## config.mk

```make
export PLATFORM = sky130hd
export DESIGN_NAME = register_output_flat
export DESIGN_NICKNAME = d
export VERILOG_FILES = /design/src/rtl/cpu_display_pkg.sv /design/src/rtl/register_output_if.sv /design/src/rtl/hex_to_7seg.sv /design/src/rtl/register_output.sv /design/src/flat_wrapper.sv
export SDC_FILE = /design/constraint.sdc
export NUM_CORES = 1
export LEC_CHECK = 0
export BUFFER_PORTS_ARGS = -buffer_cell sky130_fd_sc_hd__buf_2
export CAP_MARGIN = 10
export CELL_PAD_IN_SITES_DETAIL_PLACEMENT = 1
export CELL_PAD_IN_SITES_GLOBAL_PLACEMENT = 1
export CORE_MARGIN = 5
export CORE_UTILIZATION = 35
export CTS_CLUSTER_SIZE = 8
export DETAILED_ROUTE_END_ITERATION = 8
export GPL_TIMING_DRIVEN = 0
export PLACE_DENSITY_LB_ADDON = 0.1
export REMOVE_ABC_BUFFERS = 1
export SETUP_SLACK_MARGIN = 0.15
export SLEW_MARGIN = 30
export SYNTH_ARGS = -nofsm -noshare
export SYNTH_HDL_FRONTEND = slang
export SYNTH_HIERARCHICAL = 1
export SYNTH_SLANG_ARGS = --single-unit
```

## constraint.sdc

```tcl
create_clock -name Clock -period 2.19 [get_ports Clock]
set_input_delay 0.3285 -clock Clock [delete_from_list [all_inputs] [get_ports Clock]]
set_output_delay 0.3285 -clock Clock [all_outputs]
set_load 0.01 [all_outputs]
```

## src/rtl/cpu_display_pkg.sv

```systemverilog
// Shared definitions for the CPU datapath display path: data width,
// seven-segment pattern type and the hexadecimal glyph table.
package cpu_display_pkg;

    // Datapath width shared with the other datapath registers.
    localparam int DATA_WIDTH = 8;

    // Segment pattern, bit order {g,f,e,d,c,b,a}.
    typedef logic [6:0] seg_t;

    // Active-high glyphs for hexadecimal digits 0..F (0-9, A, b, C, d, E, F).
    localparam seg_t GLYPHS [16] = '{
        7'b0111111,  // 0
        7'b0000110,  // 1
        7'b1011011,  // 2
        7'b1001111,  // 3
        7'b1100110,  // 4
        7'b1101101,  // 5
        7'b1111101,  // 6
        7'b0000111,  // 7
        7'b1111111,  // 8
        7'b1101111,  // 9
        7'b1110111,  // A
        7'b1111100,  // b
        7'b0111001,  // C
        7'b1011110,  // d
        7'b1111001,  // E
        7'b1110001   // F
    };

endpackage

```

## src/rtl/register_output_if.sv

```systemverilog
// Bus between the control unit / result bus and the output register,
// including the display-facing outputs of the register.
interface register_output_if #(
    parameter int WIDTH = 8
);
    import cpu_display_pkg::*;

    logic [WIDTH-1:0] CBus;
    logic             WriteO;
    logic [WIDTH-1:0] DisplayValue;
    seg_t             HexLo;
    seg_t             HexHi;
    logic             Loaded;

    // Control unit / datapath side: drives the result bus and write strobe.
    modport master (
        output CBus, WriteO,
        input  DisplayValue, HexLo, HexHi, Loaded
    );

    // Output register side.
    modport slave (
        input  CBus, WriteO,
        output DisplayValue, HexLo, HexHi, Loaded
    );

endinterface

```

## src/rtl/hex_to_7seg.sv

```systemverilog
// Decodes one hexadecimal digit into a seven-segment pattern, optionally
// inverted for active-low displays.
module hex_to_7seg
    import cpu_display_pkg::*;
#(
    parameter bit SEG_ACTIVE_LOW = 1'b1
) (
    input  logic [3:0] digit,
    output seg_t       seg
);

    // Table lookup, then polarity adjustment for the board's display type.
    assign seg = SEG_ACTIVE_LOW ? ~GLYPHS[digit] : GLYPHS[digit];

endmodule

```

## src/rtl/register_output.sv

```systemverilog
// Output register of the 8-bit CPU datapath. Captures CBus when WriteO is
// high, holds it for display and drives two hex digit patterns from it.
// The high digit decodes bits [7:4], so WIDTH is expected to be at least 8.
module register_output
    import cpu_display_pkg::*;
#(
    parameter int WIDTH          = DATA_WIDTH,
    parameter bit SEG_ACTIVE_LOW = 1'b1
) (
    input logic              Clock,
    input logic              Reset,
    register_output_if.slave bus
);

    logic [WIDTH-1:0] held_value;
    logic             loaded;

    // Capture CBus on a write strobe; Loaded becomes sticky-high on the first write.
    // NOTE: the asynchronous reset branch wins over WriteO on the same edge,
    // and state uses non-blocking assignments so every flop samples pre-edge values.
    always_ff @(posedge Clock or negedge Reset) begin
        if (!Reset) begin
            held_value <= '0;
            loaded     <= 1'b0;
        end else if (bus.WriteO) begin
            held_value <= bus.CBus;
            loaded     <= 1'b1;
        end
    end

    assign bus.DisplayValue = held_value;
    assign bus.Loaded       = loaded;

    // Digit decoders read only the registered value, so CBus never reaches
    // an output combinationally.
    hex_to_7seg #(.SEG_ACTIVE_LOW(SEG_ACTIVE_LOW)) u_hex_lo (
        .digit (held_value[3:0]),
        .seg   (bus.HexLo)
    );

    hex_to_7seg #(.SEG_ACTIVE_LOW(SEG_ACTIVE_LOW)) u_hex_hi (
        .digit (held_value[7:4]),
        .seg   (bus.HexHi)
    );

endmodule

```

## src/flat_wrapper.sv

```systemverilog
// flat-port wrapper written by rule: the top's interface ports become plain ports
module register_output_flat import cpu_display_pkg::*;
#(
    parameter int WIDTH          = DATA_WIDTH,
    parameter bit SEG_ACTIVE_LOW = 1'b1
)
  (Clock, Reset, bus_CBus, bus_WriteO, bus_DisplayValue, bus_HexLo, bus_HexHi, bus_Loaded);
  register_output_if #(.WIDTH(WIDTH)) bus_i ();
  input logic Clock;
  input logic Reset;
  input wire logic [$bits(bus_i.CBus)-1:0] bus_CBus;
  input wire logic [$bits(bus_i.WriteO)-1:0] bus_WriteO;
  output wire logic [$bits(bus_i.DisplayValue)-1:0] bus_DisplayValue;
  output wire logic [$bits(bus_i.HexLo)-1:0] bus_HexLo;
  output wire logic [$bits(bus_i.HexHi)-1:0] bus_HexHi;
  output wire logic [$bits(bus_i.Loaded)-1:0] bus_Loaded;
  assign bus_i.CBus = bus_CBus;
  assign bus_i.WriteO = bus_WriteO;
  assign bus_DisplayValue = bus_i.DisplayValue;
  assign bus_HexLo = bus_i.HexLo;
  assign bus_HexHi = bus_i.HexHi;
  assign bus_Loaded = bus_i.Loaded;
  register_output #(.WIDTH(WIDTH), .SEG_ACTIVE_LOW(SEG_ACTIVE_LOW)) u_core (.Clock(Clock), .Reset(Reset), .bus(bus_i));
endmodule
```

=== After elaboration in Yosys (flattened, before gate mapping) ===
Memory sizes are Yosys's and may differ from the RTL's.
Index checks and enable logic that the tools add are counted.

* Register bits: 9
* Bits in latches: 0
* Bits in writable memories: 0
* Memory bits (read-only): 224
* Memories: 2

{| class="wikitable"
|+ Memory list
! name !! words !! width !! rd ports !! clocked after memory_dff !! write ports !! line !! text
|-
| (name not given) || 16 || 7 || 1 || 0 || 0 || hex_to_7seg.sv:13 || <nowiki>assign seg = SEG_ACTIVE_LOW ? ~GLYPHS[digit] : GLYPHS[digit];</nowiki>
|-
| (name not given) || 16 || 7 || 1 || 0 || 0 || hex_to_7seg.sv:13 ||
|}

* $add $sub $neg: 0
* $mul: 0
* Div/mod/pow operators: 0
* Magnitude comparators: 2
* Equal/unequal tests: 0
* Shift operators: 0
* Mux-type cells: 4
* Bitwise operators: 4
* Reduce and logical (&&, ||, !) cells: 0

{| class="wikitable"
|+ Operator list
! operator !! count
|-
| $mux W7 || 4
|-
| $not A7 Y7 || 2
|-
| $ge A5 B5 Y1 const B || 2
|-
| $not A4 Y5 || 2
|}

=== Depth between registers and ports, before layout ===
Gate-level depths: netlist of run 1.

* Depth after elaboration: 5
* Mapped depth: 5

=== Hierarchy ===
The synthesis of run 1 kept the hierarchy.

{| class="wikitable"
|+ Modules (own cells, without submodules)
! module !! instances !! cells each !! area an instance (um^2) !! seq. area each (um^2)
|-
| register_output || 1 || 19 || 362.8 || 225.2
|-
| hex_to_7seg (u_core.u_hex_lo) || 1 || 31 || 252.7 || 0.0
|-
| hex_to_7seg (u_core.u_hex_hi) || 1 || 32 || 250.2 || 0.0
|}

=== Least setup slack after synthesis of run 1 ===
Ideal clock, no wire load.

* Path type: reg2out
* Start point: reg u_core.held_value[0] (netlist: u_core/bus.DisplayValue[0])
* End point: out bus_HexLo[3]
* Arrival: 1.422 ns
* Required time: 1.862 ns
* Slack: 0.440 ns
* Stages on the path, launching flop included: 5
* Path buffers: 0
* Cells stage by stage: dfrtp_1 > inv_1 > ha_1 > inv_1 > mux4_1

* Cells in the longest elaborated chain, start to end: 5

{| class="wikitable"
|+ RTL lines
! element !! line !! text
|-
| start, declared || register_output.sv:15 || <nowiki>logic [WIDTH-1:0] held_value;</nowiki>
|-
| start signal, assigned || register_output.sv:26 || <nowiki>held_value <= bus.CBus;</nowiki>
|-
| $not A4 Y5 (not written as such) || hex_to_7seg.sv:13 ||
|-
| $mem_v2 Z16 W7 || -- ||
|-
| $mux W7 (not written as such) (2 in a row) || hex_to_7seg.sv:13 ||
|-
| $not A7 Y7 || hex_to_7seg.sv:13 ||
|-
| end, declared || flat_wrapper.sv:14 || <nowiki>output wire logic [$bits(bus_i.HexLo)-1:0] bus_HexLo;</nowiki>
|}

Every way passes these cells. The select of a mux whose other input is x is not followed.

=== Worst setup path in the final report of run 1 ===
* Start point: reg u_core.held_value[4] (netlist: u_core/bus.DisplayValue[4])
* End point: out bus_HexHi[3]

* Cells in the longest elaborated chain, start to end: 5

{| class="wikitable"
|+ RTL lines
! element !! line !! text
|-
| $not A4 Y5 (not written as such) || hex_to_7seg.sv:13 ||
|-
| $mem_v2 Z16 W7 || -- ||
|-
| $mux W7 (not written as such) (2 in a row) || hex_to_7seg.sv:13 ||
|-
| $not A7 Y7 || hex_to_7seg.sv:13 ||
|-
| end, declared || flat_wrapper.sv:15 || <nowiki>output wire logic [$bits(bus_i.HexHi)-1:0] bus_HexHi;</nowiki>
|}

Every way passes these cells. The select of a mux whose other input is x is not followed.

==> results, run 1 <==
- The flow ran to the end, and the final reports show no timing, DRC or antenna violations.
- The clock tree from TritonCTS is built.
- The routed design could run at a clock period as short as 1.95 ns.
- The buffers plus inverters on the worst setup path is 3.
- The repair_antennas step left the layout with diodes totalling 0.
- The boundary pin count is 34.
- After filler insertion, the fill cell instance count of the layout stands at 293.
- The worst endpoint required time is 1.86 ns.
- Summed over all cells, the static leakage comes to 0.581 nW.
- The mean instance size in the synthesized netlist is 10.6 um2.
- The die boundary width is 59.7 um.
- Entering global routing, the biggest net connects 15 pins.
- Compared with the post-synthesis result, the final layout area differs by 31.2%.
- STA classifies the critical path endpoint as a primary output.
- The starting density of the core is 35.9%.
- The root buffer cell chosen for the clock tree is sky130_fd_sc_hd__clkbuf_4.
- The count of port buffers added during placement is 33.
- The signal on the critical path passes through inv_1 -> ha_4 -> inv_1 -> mux4_2 -> buf_2.
- The core region is 2410 um2.
- The number of H-tree levels is 1.
- The clock reaches the later pin of the worst-skew pair after between 0.2 and 0.3 ns.
- The number of antenna violations at the first check in global routing came to 0.
- The worst setup path is of the register to primary output kind.
- Setup repair after global routing left no endpoint under its margin.
- The total overflow reported by the global router is 0.
- After synthesis the netlist holds a flip-flop and latch count of 9.
- The total vias in the final route is 731.
- For the pin with the worst max-slew slack, the measured transition is 0.454 ns.
- The worst-case hold path end point is u_core/bus.DisplayValue[6].
- Of all nets on the critical path, the largest fanout is 5.
- The floorplan die height is ~60 um.
- For this block, the initial DRC count from the detailed router was 11.
- The hold violation total from the final report came to 0.
- The kind of cell adding the most delay to the critical path is multiplexers.
- Measured against its own limit, the worst slew margin works out to 69.7%.
- On the critical path, the stage with the largest delay is an instance of sky130_fd_sc_hd__mux4_2.
- The worst hold path belongs to the class input pin to register.
- In the layout the commonest cells are sky130_fd_sc_hd__buf_2, sky130_fd_sc_hd__mux2_4, sky130_fd_sc_hd__buf_4, sky130_fd_sc_hd__ha_1, sky130_fd_sc_hd__nor2_1.
- The stage delay of the slowest cell on the critical path is 0.43 ns.
- The global-route wire length before repair is between 3 and 4 mm.
- The netlist uses 28 different library cells.
- The setup TNS is 0 ns.
- The via count of the first global-routing pass is 687.
- The maximum frequency from static timing analysis is 512 MHz.
- The max-slew violation count came to 0.
- After clock tree synthesis, the clock-pin slew on the worst setup and hold paths is 0.06 ns.
- For this run, the post-layout net count is 146.
- In this run the cell area of the synthesized design comes to about 870 um2.
- In this run the core area contains 18 standard-cell rows.
- Counting the buffers created by CTS gives 3.
- The share of the Yosys chip area taken by registers is a little over a quarter.
- The post-route netlist has around 56% of its cells at a drive strength greater than 1.
- The remaining routing DRC violations is 0.
- The data arrival time of the worst path is between 1.5 and 2 ns.
- The most frequent standard cell in the layout excluding fill and tap cells is sky130_fd_sc_hd__buf_2.
- After detailed placement, the total cell area comes to 1020 um2.
- The post-route cell area is 1140 um2.
- The worst-case IR drop observed on VDD is 345 uV.
- The first TritonRoute pass finished after 4 iterations.
- The worst reg-to-reg setup slack is 1.13 ns.
- In this run the power density over the cells is 556 nW/um2.
- Across the run, the number of max-cap violations was 0.
- In the final routed layout, each cell accounts on average for 13.2 um.
- The worst register-to-register path begins at u_core/bus.DisplayValue[1].
- The setup-violating endpoint count in the final report is 0.
- The detailed-placement wirelength estimate is 1.50 mm.
- The wire length after detailed routing is 2.00 mm.
- The number of cells produced by synthesis is 82.
- For this run, the number of Yosys warnings is 6.
- After detailed routing, the number of vias per cell comes to between 4 and 5.
- The reg-to-reg endpoint is u_core/bus.DisplayValue[1].
- Of the available clock period, the critical path in the final layout requires 89.2%.
- The congestion estimate from routability-driven global placement came to 0.711.
- The cell type with the highest occurrence count on the critical path is sky130_fd_sc_hd__inv_1.
- The tree built by TritonCTS fans out to 9 sinks.
- In the global route stage, overall resource usage came out at approximately 11%.
- The worst setup path is launched from a register.
- The worst register-to-register path has a depth of 3.
- The die covers 3570 um2.
- The worst hold path begins at bus_CBus[6].
- The clock passes through at most 2 buffers.
- For the final database, setup skew stands at 0 ns.
- The post-detailed-route count of antenna-violating nets is 0.
- The worst hold path depth is 2.
-- area by class of cell --
class	instances	area (um2)	share of cell area [%]
clock buffer	4	26.3	2.31
timing repair buffer	41	228	20.0
inverter	7	26.3	2.31
multi-input combinational	61	587	51.7
tap	30	37.5	3.30
sequential	9	231	20.4
-- worst max path at each step --
stage               depth (start not counted)  slack, ns                       start      endpoint
finish                                      5       0.24  u_core/bus.DisplayValue[4]  bus_HexHi[3]
global route                                6       0.15  u_core/bus.DisplayValue[1]  bus_HexLo[0]
CTS                                         2       0.16  u_core/bus.DisplayValue[3]  bus_HexLo[3]
detailed placement                          5       0.31  u_core/bus.DisplayValue[0]  bus_HexLo[3]
global placement                            5       0.33  u_core/bus.DisplayValue[0]  bus_HexLo[3]
floorplan                                   4       0.44  u_core/bus.DisplayValue[0]  bus_HexLo[3]
-- layer usage --
metal | vias to the layer above | routed length, um | GRT usage (%)
met1 | 347 | 902 | 15.2
met3 | 0 | 144 | 1.73
li1 | 364 | - | -
met2 | 20 | 952 | 18.2
met5 | - | 0 | 0
met4 | 0 | 0 | 2.85
-- Yosys cell counts --
cell | n | area share, %
sky130_fd_sc_hd__ha_1 | 12 | 17
sky130_fd_sc_hd__o211ai_1 | 1 | 0.87
sky130_fd_sc_hd__buf_6 | 3 | 3.9
sky130_fd_sc_hd__a31oi_1 | 2 | 1.4
sky130_fd_sc_hd__o21ai_0 | 3 | 1.7
sky130_fd_sc_hd__nor2_2 | 1 | 0.72
sky130_fd_sc_hd__dfrtp_1 | 9 | 26
sky130_fd_sc_hd__o2bb2ai_1 | 1 | 1.0
sky130_fd_sc_hd__a32o_1 | 1 | 1.2
sky130_fd_sc_hd__nand3_1 | 1 | 0.58
sky130_fd_sc_hd__buf_2 | 1 | 0.58
sky130_fd_sc_hd__a22o_1 | 2 | 2.0
sky130_fd_sc_hd__or3b_1 | 1 | 1.0
sky130_fd_sc_hd__nor2_1 | 6 | 2.6
sky130_fd_sc_hd__buf_4 | 1 | 0.87
sky130_fd_sc_hd__o21ai_1 | 1 | 0.58
sky130_fd_sc_hd__and2b_2 | 1 | 1.0
sky130_fd_sc_hd__nand2b_1 | 3 | 2.2
sky130_fd_sc_hd__o32ai_1 | 2 | 2.0
sky130_fd_sc_hd__a21boi_0 | 1 | 0.87
sky130_fd_sc_hd__mux2i_1 | 4 | 4.6
sky130_fd_sc_hd__nor2b_1 | 2 | 1.4
sky130_fd_sc_hd__mux4_1 | 1 | 3.0
sky130_fd_sc_hd__nand2_1 | 5 | 2.2
sky130_fd_sc_hd__mux2_4 | 8 | 14
sky130_fd_sc_hd__mux4_2 | 1 | 2.6
sky130_fd_sc_hd__or2_1 | 1 | 0.72
sky130_fd_sc_hd__inv_1 | 7 | 3.0
-- per-stage QoR --
step	utilization, %	hold slack [ns]	instances	worst slack, ns	power (W)
after CTS	46.3	0.292	152	0.164	0.000636
after detailed placement	42.4	0.194	140	0.309	0.000483
after global placement	42.4	0.190	140	0.329	0.000476
final	47.1	0.302	152	0.236	0.000631
after floorplan	-	0.0329	77	0.440	0.000378
after global routing	47.1	0.291	152	0.152	0.000684
-- kinds of logic (layout without fill, tap and decap cells) --
group	after synthesis	in the layout	synth area share [%]
AOI/OAI and AO/OA	14	14	11.7
adders and majority gates	12	12	17.3
buffers and inverters	12	52	8.38
DFF	9	9	26.0
muxes	14	14	24.1
and+or+nand+nor	21	21	12.4
-- flip-flops by register name, indices dropped and copies added, names as in the netlist --
| name | flops |
|---|---|
| u_core/bus.Loaded | 1 |
| u_core/bus.DisplayValue | 8 |
-- where the power goes --
group	internal, W	switching [W]	total [W]
clock	0.0000700	0.0000547	0.000125
sequential	0.000183	0.0000352	0.000218
combinational	0.000153	0.000136	0.000289
-- what timing repair did --
item                       in CTS  in global routing
pin swaps                       0                  1
setup endpoints to repair       3                  3
hold endpoints to repair        9                  0
buffers inserted                7                  0
resized for setup               4                 10
hold buffers                    1                  0
(Power assumes the default switching activity.)
==> run 2: changes to the inputs <==
Settings changed: CELL_PAD_IN_SITES_DETAIL_PLACEMENT 1 to 0, HOLD_SLACK_MARGIN set to 0.15.
==> results, run 2 (synthesis results as in run 1) <==
- The flip-flop count of the largest register, all copies and words added is 8 (unchanged).
- Setup repair after global routing left no endpoint under its margin.
- The all-layer global routing usage came to 10.9% (-0.21 points).
- The number of iterations in the first detailed-routing pass is 4 (unchanged).
- The clock-pin slew on the worst setup and hold paths came to 0.06 ns (about the same).
- The met3 routing resource usage after global routing came to 2.81% (+1.1 points).
- The worst endpoint required time was 1.86 ns (about the same).
- The count of filler cells inserted in the layout came to 248 (-15%).
- The share of total power consumed by net switching came to 35.6% (-0.23 points).
- In this run the critical register-to-register path is launched from u_core/bus.DisplayValue[5].
- The power spent charging and discharging nets is 0.000226 W (+0.18%).
- The count of port buffers added during placement is 33 (unchanged).
- The die boundary width is 59.7 um (unchanged).
- In this run the most used layer during global routing was met2.
- The number of vias per cell after detailed routing is 4.61 (-4.1%).
- The via count of the first global-routing pass is 649 (-5.5%).
- The final critical-path required period is 1.99 ns (+0.0366 ns).
- The data arrival time of the worst path came to 1.66 ns (+0.03 ns).
- The setup clock skew after layout is 0 ns (unchanged).
- The share of the cycle needed by the critical path after routing came to 90.9% (+1.7 points).
- The post-detailed-route count of antenna-violating nets came to 0 (unchanged).
- The max-slew violation count is 0 (unchanged).
- The number of buffers inserted during clock tree synthesis is 3 (unchanged).
- The worst reg-to-reg setup slack is 1.13 ns (about the same).
- The number of max-cap violations came to 0 (unchanged).
- The clock latency on the worst-skew pair is 0.25 ns (about the same).
- The clock tree from TritonCTS is built.
- The area occupied by registers came to 231 um2 (unchanged).
- The clock share of power is 19.6% (-0.2 points).
- The starting density of the core came to 35.9% (unchanged).
- The critical path is of the register to primary output type.
- The boundary pin count is 34 (unchanged).
- The relative slew slack is 69.9% (+0.19 points).
- The worst setup path endpoint is bus_HexHi[3].
- Walking the worst path, the cells encountered are buf_4 -> ha_1 -> mux4_2 -> buf_2.
- The stage delay of the slowest cell on the critical path is 0.48 ns (+0.05 ns).
- The top fanout value on the critical path is 4 (-1).
- The fraction of layout cells with a size suffix above 1 is 53.2% (-2.5 points).
- The met1 demand-to-capacity share in global routing is 15.1% (-0.072 points).
- The relative contribution of combinational cells to total power was 46.2% (+0.5 points).
- The met2 usage is 16.4% (-1.9 points).
- The hold violation total from the final report is 0 (unchanged).
- The number of H-tree levels is 1 (unchanged).
- The run finished with clean final reports.
- The detailed-placement wirelength estimate came to 1.40 mm (-6.6%).
- The sequential cell fraction of total power is 34.2% (-0.3 points).
- The worst-case reg-to-reg path depth was 3 (unchanged).
- The DRC marker count from the first detailed-route iteration was 12 (+1).
- The power per unit of standard cell area is 552 nW/um2 (-0.70%).
- The maximum frequency from static timing analysis came to 502 MHz (-1.8%).
- The global-route wire length before repair is 2.98 mm (-5.9%).
- The worst hold path belongs to the class input pin to register.
- The total number of clock tree sinks came to 9 (unchanged).
- The timing startpoint of the critical path is u_core/bus.DisplayValue[4].
- The leakage component of the power is 0.598 nW (+3.0%).
- The area enclosed by the die boundary came to 3570 um2 (unchanged).
- The transition time at the pin with the least slew margin is 0.451 ns (-0.00283 ns).
- The area taken by multi-input logic gates is 589 um2 (+0.43%).
- STA classifies the critical path startpoint as a register.
- The maximum buffer depth of the clock tree came to 2 (unchanged).
- The maximum VDD drop is 342 uV (-0.69%).
- The final antenna diode count is 0 (unchanged).
- The final-stage net count is 148 (+1.4%).
- The setup TNS was 0 ns (unchanged).
- In the layout the commonest cells are sky130_fd_sc_hd__buf_2, sky130_fd_sc_hd__ha_1, sky130_fd_sc_hd__buf_4, sky130_fd_sc_hd__mux2_4, sky130_fd_sc_hd__nor2_1.
- The remaining routing DRC violations was 0 (unchanged).
- The core outline area came to 2410 um2 (unchanged).
- The slowest stage of the critical path is the sky130_fd_sc_hd__mux4_2 cell.
- The floorplan die height is 59.7 um (unchanged).
- The worst register-to-register path ends at u_core/bus.DisplayValue[5].
- The sort of element at the end of the critical path is a primary output.
- The pin count of the biggest net entering global routing is 15 (unchanged).
- The area added between synthesis and finish is 33.2%.
- The tree is rooted in a sky130_fd_sc_hd__clkbuf_4.
- The total vias in the final route is 710 (-2.9%).
- The placer's final routability congestion estimate is 0.711 (unchanged).
- The number of antenna violations at the first check in global routing is 0 (unchanged).
- The number of standard-cell rows in the floorplan is 18 (unchanged).
- The library cell used most frequently in the layout, excluding fill and tap cells, is sky130_fd_sc_hd__buf_2.
- The total overflow reported by the global router came to 0 (unchanged).
- The average routed wire per standard cell came to 12.4 um (-5.9%).
- The setup-violating endpoint count in the final report is 0 (unchanged).
- The wire length after detailed routing is 1.91 mm (-4.7%).
- The internal power consumption is 0.000410 W (+1.2%).
- The total power is 0.000637 W (+0.83%).
==> run 2: changes by cell type in the layout (fill, tap and decap cells not counted), sizes merged <==
| cell | before | now |
|---|---|---|
| buf | 40 | 42 |
==> run 2: repair_timing <==
| action | in CTS | in global routing |
|---|---|---|
| gates resized for setup | 5 | 6 |
| endpoints found under the hold margin | 9 | 0 |
| buffers inserted | 8 | 1 |
| endpoints found under the setup margin | 3 | 3 |
| hold buffers | 1 | 0 |
==> run 2: power by group through the flow <==
stage               combinational, W  clock [W]  sequential [W]
floorplan                   0.000155          0        0.000223
global placement            0.000251          0        0.000225
detailed placement          0.000253          0        0.000227
CTS                         0.000286   0.000131        0.000217
global route                0.000326   0.000141        0.000223
finish                      0.000294   0.000125        0.000218
==> run 2: worst min-delay path by stage <==
stage,startpoint,end,depth (start not counted)
after CTS,bus_CBus[6],u_core/bus.DisplayValue[6],2
final,bus_CBus[5],u_core/bus.DisplayValue[5],2
after floorplan,Reset,u_core/bus.DisplayValue[0],0
after global placement,Reset,u_core/bus.DisplayValue[5],1
after global routing,bus_CBus[6],u_core/bus.DisplayValue[6],2
after detailed placement,Reset,u_core/bus.DisplayValue[5],1
==> run 2: layout make-up <==
class                      count  share of cell area [%]
clock buffer                   4                    2.28
inverter                       7                    2.28
multi-input combinational     61                    51.1
sequential                     9                    20.1
tap                           30                    3.25
timing repair buffer          43                    21.0
==> run 2: per-layer routing <==
layer,up-vias,wire (um)
met3,0,137
met4,0,0
met2,18,852
met5,-,0
li1,372,-
met1,320,916
==> run 2: per-stage QoR <==
step / util, % / cell area [um2] / setup slack, ns / hold WS, ns / std cells
floorplan: - / 820 / 0.440 / 0.0329 / 77
global placement: 42.4 / 1020 / 0.329 / 0.190 / 140
detailed placement: 42.4 / 1020 / 0.307 / 0.193 / 140
CTS: 46.7 / 1130 / 0.140 / 0.289 / 153
global route: 47.9 / 1150 / 0.151 / 0.286 / 154
finish: 47.9 / 1150 / 0.200 / 0.300 / 154
==> run 2: worst max-delay path: cells and delay by family, from the launching register on <==
| kind | cells | cell delay (ns) |
|---|---|---|
| adders and majority gates | 1 | 0.22 |
| buffers and inverters | 2 | 0.30 |
| DFF | 1 | 0.41 |
| muxes | 1 | 0.48 |
